$ cat src/rtl/i2c_bus_cond_detect_if.sv
// Pad-side and detector-side signal bundle for the I2C bus condition detector.
// The pad/bench side uses master; the detector uses slave.
interface i2c_bus_cond_detect_if;
    logic       sclIn;
    logic       sdaIn;
    logic       sclFilt;
    logic       sdaFilt;
    logic [1:0] startStopDetState;
    logic       startPulse;
    logic       stopPulse;
    logic       siRst;
    logic       busTimeout;

    modport master (
        output sclIn, sdaIn,
        input  sclFilt, sdaFilt, startStopDetState, startPulse, stopPulse, siRst, busTimeout
    );

    modport slave (
        input  sclIn, sdaIn,
        output sclFilt, sdaFilt, startStopDetState, startPulse, stopPulse, siRst, busTimeout
    );
endinterface

$ cat src/rtl/i2c_bus_cond_detect.sv
// I2C slave front end: synchronise and debounce SCL/SDA, detect START/STOP.
// Optional bus timeout on stuck-low SCL is built only when I2C_BUS_TIMEOUT_EN is defined.
module i2c_bus_cond_detect #(
    parameter int DEB_LEN     = 4,
    parameter int TIMEOUT_CYC = 65535
) (
    input logic clk,
    input logic rst,
    i2c_bus_cond_detect_if.slave bus
);

    typedef enum logic [1:0] {
        NULL_DET  = 2'b00,
        START_DET = 2'b01,
        STOP_DET  = 2'b10
    } detState_t;

    generate
        if (DEB_LEN < 1 || DEB_LEN > 255 || TIMEOUT_CYC < 1 || TIMEOUT_CYC > 1048575) begin : gBadParam
            $error("i2c_bus_cond_detect: DEB_LEN or TIMEOUT_CYC out of range");
        end
    endgenerate

    detState_t  state, stateNxt;
    logic       sclMeta, sclSync, sdaMeta, sdaSync;
    logic       sclFilt, sdaFilt, sclPrev, sdaPrev;
    logic [7:0] sclCnt, sdaCnt;
    logic       startCond, stopCond, toHit;
    logic       startPulse, stopPulse, busTimeout;

    always_ff @(posedge clk) begin
        if (rst) begin
            sclMeta <= 1'b1;
            sclSync <= 1'b1;
            sdaMeta <= 1'b1;
            sdaSync <= 1'b1;
            sclFilt <= 1'b1;
            sdaFilt <= 1'b1;
            sclPrev <= 1'b1;
            sdaPrev <= 1'b1;
            sclCnt  <= '0;
            sdaCnt  <= '0;
        end else begin
            sclMeta <= bus.sclIn;
            sclSync <= sclMeta;
            sdaMeta <= bus.sdaIn;
            sdaSync <= sdaMeta;
            sclPrev <= sclFilt;
            sdaPrev <= sdaFilt;

            // Filtered line follows only after DEB_LEN consecutive differing cycles
            if (sclSync == sclFilt) begin
                sclCnt <= '0;
            end else if (sclCnt == 8'(DEB_LEN - 1)) begin
                sclFilt <= sclSync;
                sclCnt  <= '0;
            end else begin
                sclCnt <= sclCnt + 8'd1;
            end

            if (sdaSync == sdaFilt) begin
                sdaCnt <= '0;
            end else if (sdaCnt == 8'(DEB_LEN - 1)) begin
                sdaFilt <= sdaSync;
                sdaCnt  <= '0;
            end else begin
                sdaCnt <= sdaCnt + 8'd1;
            end
        end
    end

    // SCL must be high in both cycles, so simultaneous SCL/SDA edges detect nothing
    assign startCond = sdaPrev & ~sdaFilt & sclPrev & sclFilt;
    assign stopCond  = ~sdaPrev & sdaFilt & sclPrev & sclFilt;

`ifdef I2C_BUS_TIMEOUT_EN
    logic [19:0] toCnt;

    // Saturating at TIMEOUT_CYC leaves exactly one pulse per low period
    assign toHit = ~sclFilt & (toCnt == 20'(TIMEOUT_CYC - 1));

    always_ff @(posedge clk) begin
        if (rst) begin
            toCnt      <= '0;
            busTimeout <= 1'b0;
        end else begin
            busTimeout <= toHit;
            if (sclFilt)
                toCnt <= '0;
            else if (toCnt != 20'(TIMEOUT_CYC))
                toCnt <= toCnt + 20'd1;
        end
    end
`else
    assign toHit      = 1'b0;
    assign busTimeout = 1'b0;
`endif

    always_ff @(posedge clk) begin
        if (rst) begin
            state      <= NULL_DET;
            startPulse <= 1'b0;
            stopPulse  <= 1'b0;
        end else begin
            state      <= stateNxt;
            startPulse <= startCond;
            stopPulse  <= stopCond;
        end
    end

    always_comb begin
        stateNxt = state;
        if (startCond)
            stateNxt = START_DET;
        else if (stopCond)
            stateNxt = STOP_DET;
        else if (toHit)
            stateNxt = NULL_DET;
    end

    assign bus.sclFilt           = sclFilt;
    assign bus.sdaFilt           = sdaFilt;
    assign bus.startStopDetState = state;
    assign bus.startPulse        = startPulse;
    assign bus.stopPulse         = stopPulse;
    assign bus.busTimeout        = busTimeout;
`ifdef I2C_BUS_TIMEOUT_EN
    assign bus.siRst = rst | startPulse | stopPulse | busTimeout;
`else
    assign bus.siRst = rst | startPulse | stopPulse;
`endif

endmodule

$ cat src/flat_wrapper.sv
// flat-port wrapper written by rule: the top's interface ports become plain ports
module i2c_bus_cond_detect_flat 
#(
    parameter int DEB_LEN     = 4,
    parameter int TIMEOUT_CYC = 65535
)
  (clk, rst, bus_sclIn, bus_sdaIn, bus_sclFilt, bus_sdaFilt, bus_startStopDetState, bus_startPulse, bus_stopPulse, bus_siRst, bus_busTimeout);
  i2c_bus_cond_detect_if bus_i ();
  input logic clk;
  input logic rst;
  input wire logic [$bits(bus_i.sclIn)-1:0] bus_sclIn;
  input wire logic [$bits(bus_i.sdaIn)-1:0] bus_sdaIn;
  output wire logic [$bits(bus_i.sclFilt)-1:0] bus_sclFilt;
  output wire logic [$bits(bus_i.sdaFilt)-1:0] bus_sdaFilt;
  output wire logic [$bits(bus_i.startStopDetState)-1:0] bus_startStopDetState;
  output wire logic [$bits(bus_i.startPulse)-1:0] bus_startPulse;
  output wire logic [$bits(bus_i.stopPulse)-1:0] bus_stopPulse;
  output wire logic [$bits(bus_i.siRst)-1:0] bus_siRst;
  output wire logic [$bits(bus_i.busTimeout)-1:0] bus_busTimeout;
  assign bus_i.sclIn = bus_sclIn;
  assign bus_i.sdaIn = bus_sdaIn;
  assign bus_sclFilt = bus_i.sclFilt;
  assign bus_sdaFilt = bus_i.sdaFilt;
  assign bus_startStopDetState = bus_i.startStopDetState;
  assign bus_startPulse = bus_i.startPulse;
  assign bus_stopPulse = bus_i.stopPulse;
  assign bus_siRst = bus_i.siRst;
  assign bus_busTimeout = bus_i.busTimeout;
  i2c_bus_cond_detect #(.DEB_LEN(DEB_LEN), .TIMEOUT_CYC(TIMEOUT_CYC)) u_core (.clk(clk), .rst(rst), .bus(bus_i));
endmodule
$ cat config.mk
export PLATFORM = sky130hd
export DESIGN_NAME = i2c_bus_cond_detect_flat
export DESIGN_NICKNAME = d
export VERILOG_FILES = /design/src/rtl/i2c_bus_cond_detect_if.sv /design/src/rtl/i2c_bus_cond_detect.sv /design/src/flat_wrapper.sv
export SDC_FILE = /design/constraint.sdc
export NUM_CORES = 1
export LEC_CHECK = 0
export CAP_MARGIN = 20
export CORE_ASPECT_RATIO = 0.6
export CORE_MARGIN = 8
export CORE_UTILIZATION = 48
export DETAILED_ROUTE_END_ITERATION = 7
export PLACE_DENSITY_LB_ADDON = 0.12
export SYNTH_ARGS = -nofsm -noshare
export SYNTH_HDL_FRONTEND = slang
export SYNTH_SLANG_ARGS = --single-unit
$ cat constraint.sdc
create_clock -name clk -period 1.62 [get_ports clk]
set_input_delay 0.243 -clock clk [delete_from_list [all_inputs] [get_ports clk]]
set_output_delay 0.243 -clock clk [all_outputs]
set_load 0.1 [all_outputs]
==> out/results.ini <==
[clock_network]
cts.sinks=28
ctsLongestPathBuffers=2
cts_tree=yes
cts.hold.buffers_added=0
clkTransAtPathRegs_ns=0.08
cts_buffers=3
cts_max_level=1
clockRootBuffer=clkbuf_8
clk_latency_ns=0.26

[setup_path]
required_ns=1.77
crit_path_start_kind=register
cp_top_family=simple AND/OR/NAND/NOR gates
critPathSlowestCell=or4b_4
critPathBufInv=0
cp_cell_sequence=ha_1 -> or4b_4 -> o211ai_4 -> nor2_1
max_stage_delay_ns=0.50
path_class=register to register
arrival_ns=1.66
crit_path_end_kind=register
worstPathMaxFanout=8

[job]
drv_cap=0

[yosys]
syn_area_um2=1100
synth_cells=118
synth_seq_cells=28
ys_seq_area_share_pct=51.0
ys_dominant_reg_cell=dfxtp_1
synth_top_area_share_pct=51.0
synth_edf_count=0
yosys.cell_types.count=29
ys_top_cells_by_area=dfxtp_1, nor2_1, or2_2, or3_1, xor2_1
synthesis.nets=124
ys_warn_count=0
synth_area_leader_cell=dfxtp_1
synthArstFlopShare_pct=0
syn_avg_cell_area_um2=9.31

[placed_design]
place_inst=161
portBuffers=10
place_congestion=0.766
place_hpwl_um=1610

[global_route]
grt_use_total_pct=10.7
grt_pass1_wl_um=3480
grt_max_degree=15
grt-ovfl-total=0
grt_pass1_vias=813
antenna_found_initial=0

[routing]
antenna_left=0
via_count=859
routed_wl_um=2050
dr.pass1.iters=4
wl_per_cell_um=12.5
drc=0
drtIter0Drc=22
avgViaCountPerCell=5.24

[pwr]
p_switching_mw=0.228
power-per-cell-area_nw_per_um2=803
p_leak_nw=0.506
ir_drop_mv=0.672
seqPwrFrac_pct=62.7
clkPwrFrac_pct=32.0
p_comb_share_pct=5.3
swShare_pct=20.5
internal_power_mw=0.883

[sta]
finalCriticalPeriod_ns=1.51
fmax_ghz=0.662
hold_viol_final=0
fin_crit_sh_pct=93.3
setup_violations=0
slew_viol_final=0
rsz0062_at_grt=false
finClkSkew_ns=0.00442
worst_hold_slack_ns=0.417

[floorplan]
die-area_um2=4130
ioPinCount=12
initial_core_util_pct=50.8
row_count=13
die_w_um=77.8
core_area_um2=2160
die_h_um=53.1

[worst_hold_path]
worstHoldPathType=register to register

[layout]
fill_cells=182
drive_gt1_share_pct=22.4
antennaDiodeCount=0
layout.cells.non_filler=164
areaGrowthSynthToFinish_pct=25.9
nets=142

[run_status]
status=completed

-- kinds of logic after synthesis --
family	share of synthesized area, %
and+or+nand+nor	23.3
DFF	51.0
AOI/OAI and AO/OA	14.4
buffers and inverters	3.07
xor gates and xnor gates	5.58
adders and majority gates	2.28
other	0.341
-- placed cells by master (no fill, tap or decap), types with 2 or more instances in the layout --
cell / n
dfxtp_1: 25
nor2_1: 12
nand3_1: 8
o21ai_0: 8
a21oi_1: 8
or2_2: 7
buf_12: 7
nand2_1: 6
inv_1: 6
or3_1: 6
xor2_1: 5
buf_4: 5
clkbuf_8: 3
clkdlybuf4s50_1: 3
dfxtp_2: 3
a31oi_1: 2
nand4_1: 2
xnor2_1: 2
ha_1: 2
-- flip-flops by register name, indices dropped and copies added, names as in the netlist --
signal / flops
u_core.bus.sdaFilt: 1
u_core.sclCnt: 8
u_core.sdaPrev: 1
u_core.sclPrev: 1
u_core.sdaMeta: 1
u_core.bus.stopPulse: 1
u_core.sclSync: 1
u_core.sdaCnt: 8
u_core.sdaSync: 1
u_core.sclMeta: 1
u_core.bus.startPulse: 1
u_core.bus.startStopDetState: 2
u_core.bus.sclFilt: 1
-- synth_stat cells (2+ instances only) --
library cell   n
a21oi_1        8
a31oi_1        2
dfxtp_1       28
ha_1           2
inv_1          6
nand2_1        6
nand3_1        8
nand4_1        2
nor2_1        12
o21ai_0        8
or2_2          7
or3_1          7
xnor2_1        2
xor2_1         5
-- final cells by class --
class	count	area [um2]	share of cell area (%)
clock buffer	3	41.3	2.99
multi-input combinational	82	509	36.8
timing repair buffer	15	208	15.0
tap	30	37.5	2.71
inverter	6	22.5	1.63
sequential	28	564	40.8
-- metal layers --
| metal | vias to the layer above | wire length, um | global-route usage [%] |
|---|---|---|---|
| met5 | - | 0 | 0 |
| met1 | 391 | 1020 | 12.2 |
| met4 | 0 | 11 | 3.73 |
| met3 | 2 | 133 | 4.39 |
| met2 | 21 | 882 | 17.9 |
| li1 | 445 | - | - |
-- stage by stage --
stage | cell area (um2) | setup slack (ns) | TNS (ns) | util, % | power [mW]
2_1_floorplan | 1100 | 0.00269 | 0 | - | 0.751
3_3_place_gp | 1340 | -0.000915 | -0.000915 | 61.8 | 0.769
4_1_cts | 1380 | 0.0755 | 0 | 63.9 | 1.12
5_1_grt | 1380 | 0.0127 | 0 | 63.9 | 1.16
3_5_place_dp | 1340 | -0.00180 | -0.00180 | 61.8 | 0.770
6_report | 1380 | 0.109 | 0 | 63.9 | 1.11
-- power by group through the flow --
stage	Clock, mW	Combinational, mW	Sequential, mW
after floorplan	0	0.0386	0.713
after global placement	0	0.0563	0.712
after detailed placement	0	0.0573	0.713
after CTS	0.368	0.0586	0.696
after global routing	0.400	0.0619	0.697
final	0.356	0.0587	0.696
-- path summary, 6_finish.rpt --
path | from | end | slack [ns] | cells after the start
min | u_core.sclMeta$_SDFF_PP1_ | u_core.sclSync$_SDFF_PP1_ | 0.42 | 1
max | u_core.sdaCnt[0]$_SDFF_PP0_ | u_core.sdaCnt[3]$_SDFF_PP0_ | 0.11 | 4
min reg2reg | u_core.sclMeta$_SDFF_PP1_ | u_core.sclSync$_SDFF_PP1_ | 0.42 | 1
max reg2reg | u_core.sdaCnt[0]$_SDFF_PP0_ | u_core.sdaCnt[3]$_SDFF_PP0_ | 0.11 | 4
-- timing repair --
action,4_1_cts,5_1_grt
pin swaps,0,1
gates cloned,0,0
buffers inserted,0,0
setup endpoints to repair,1,1
gates resized for setup,1,0
Power figures use the tool's default switching activity.
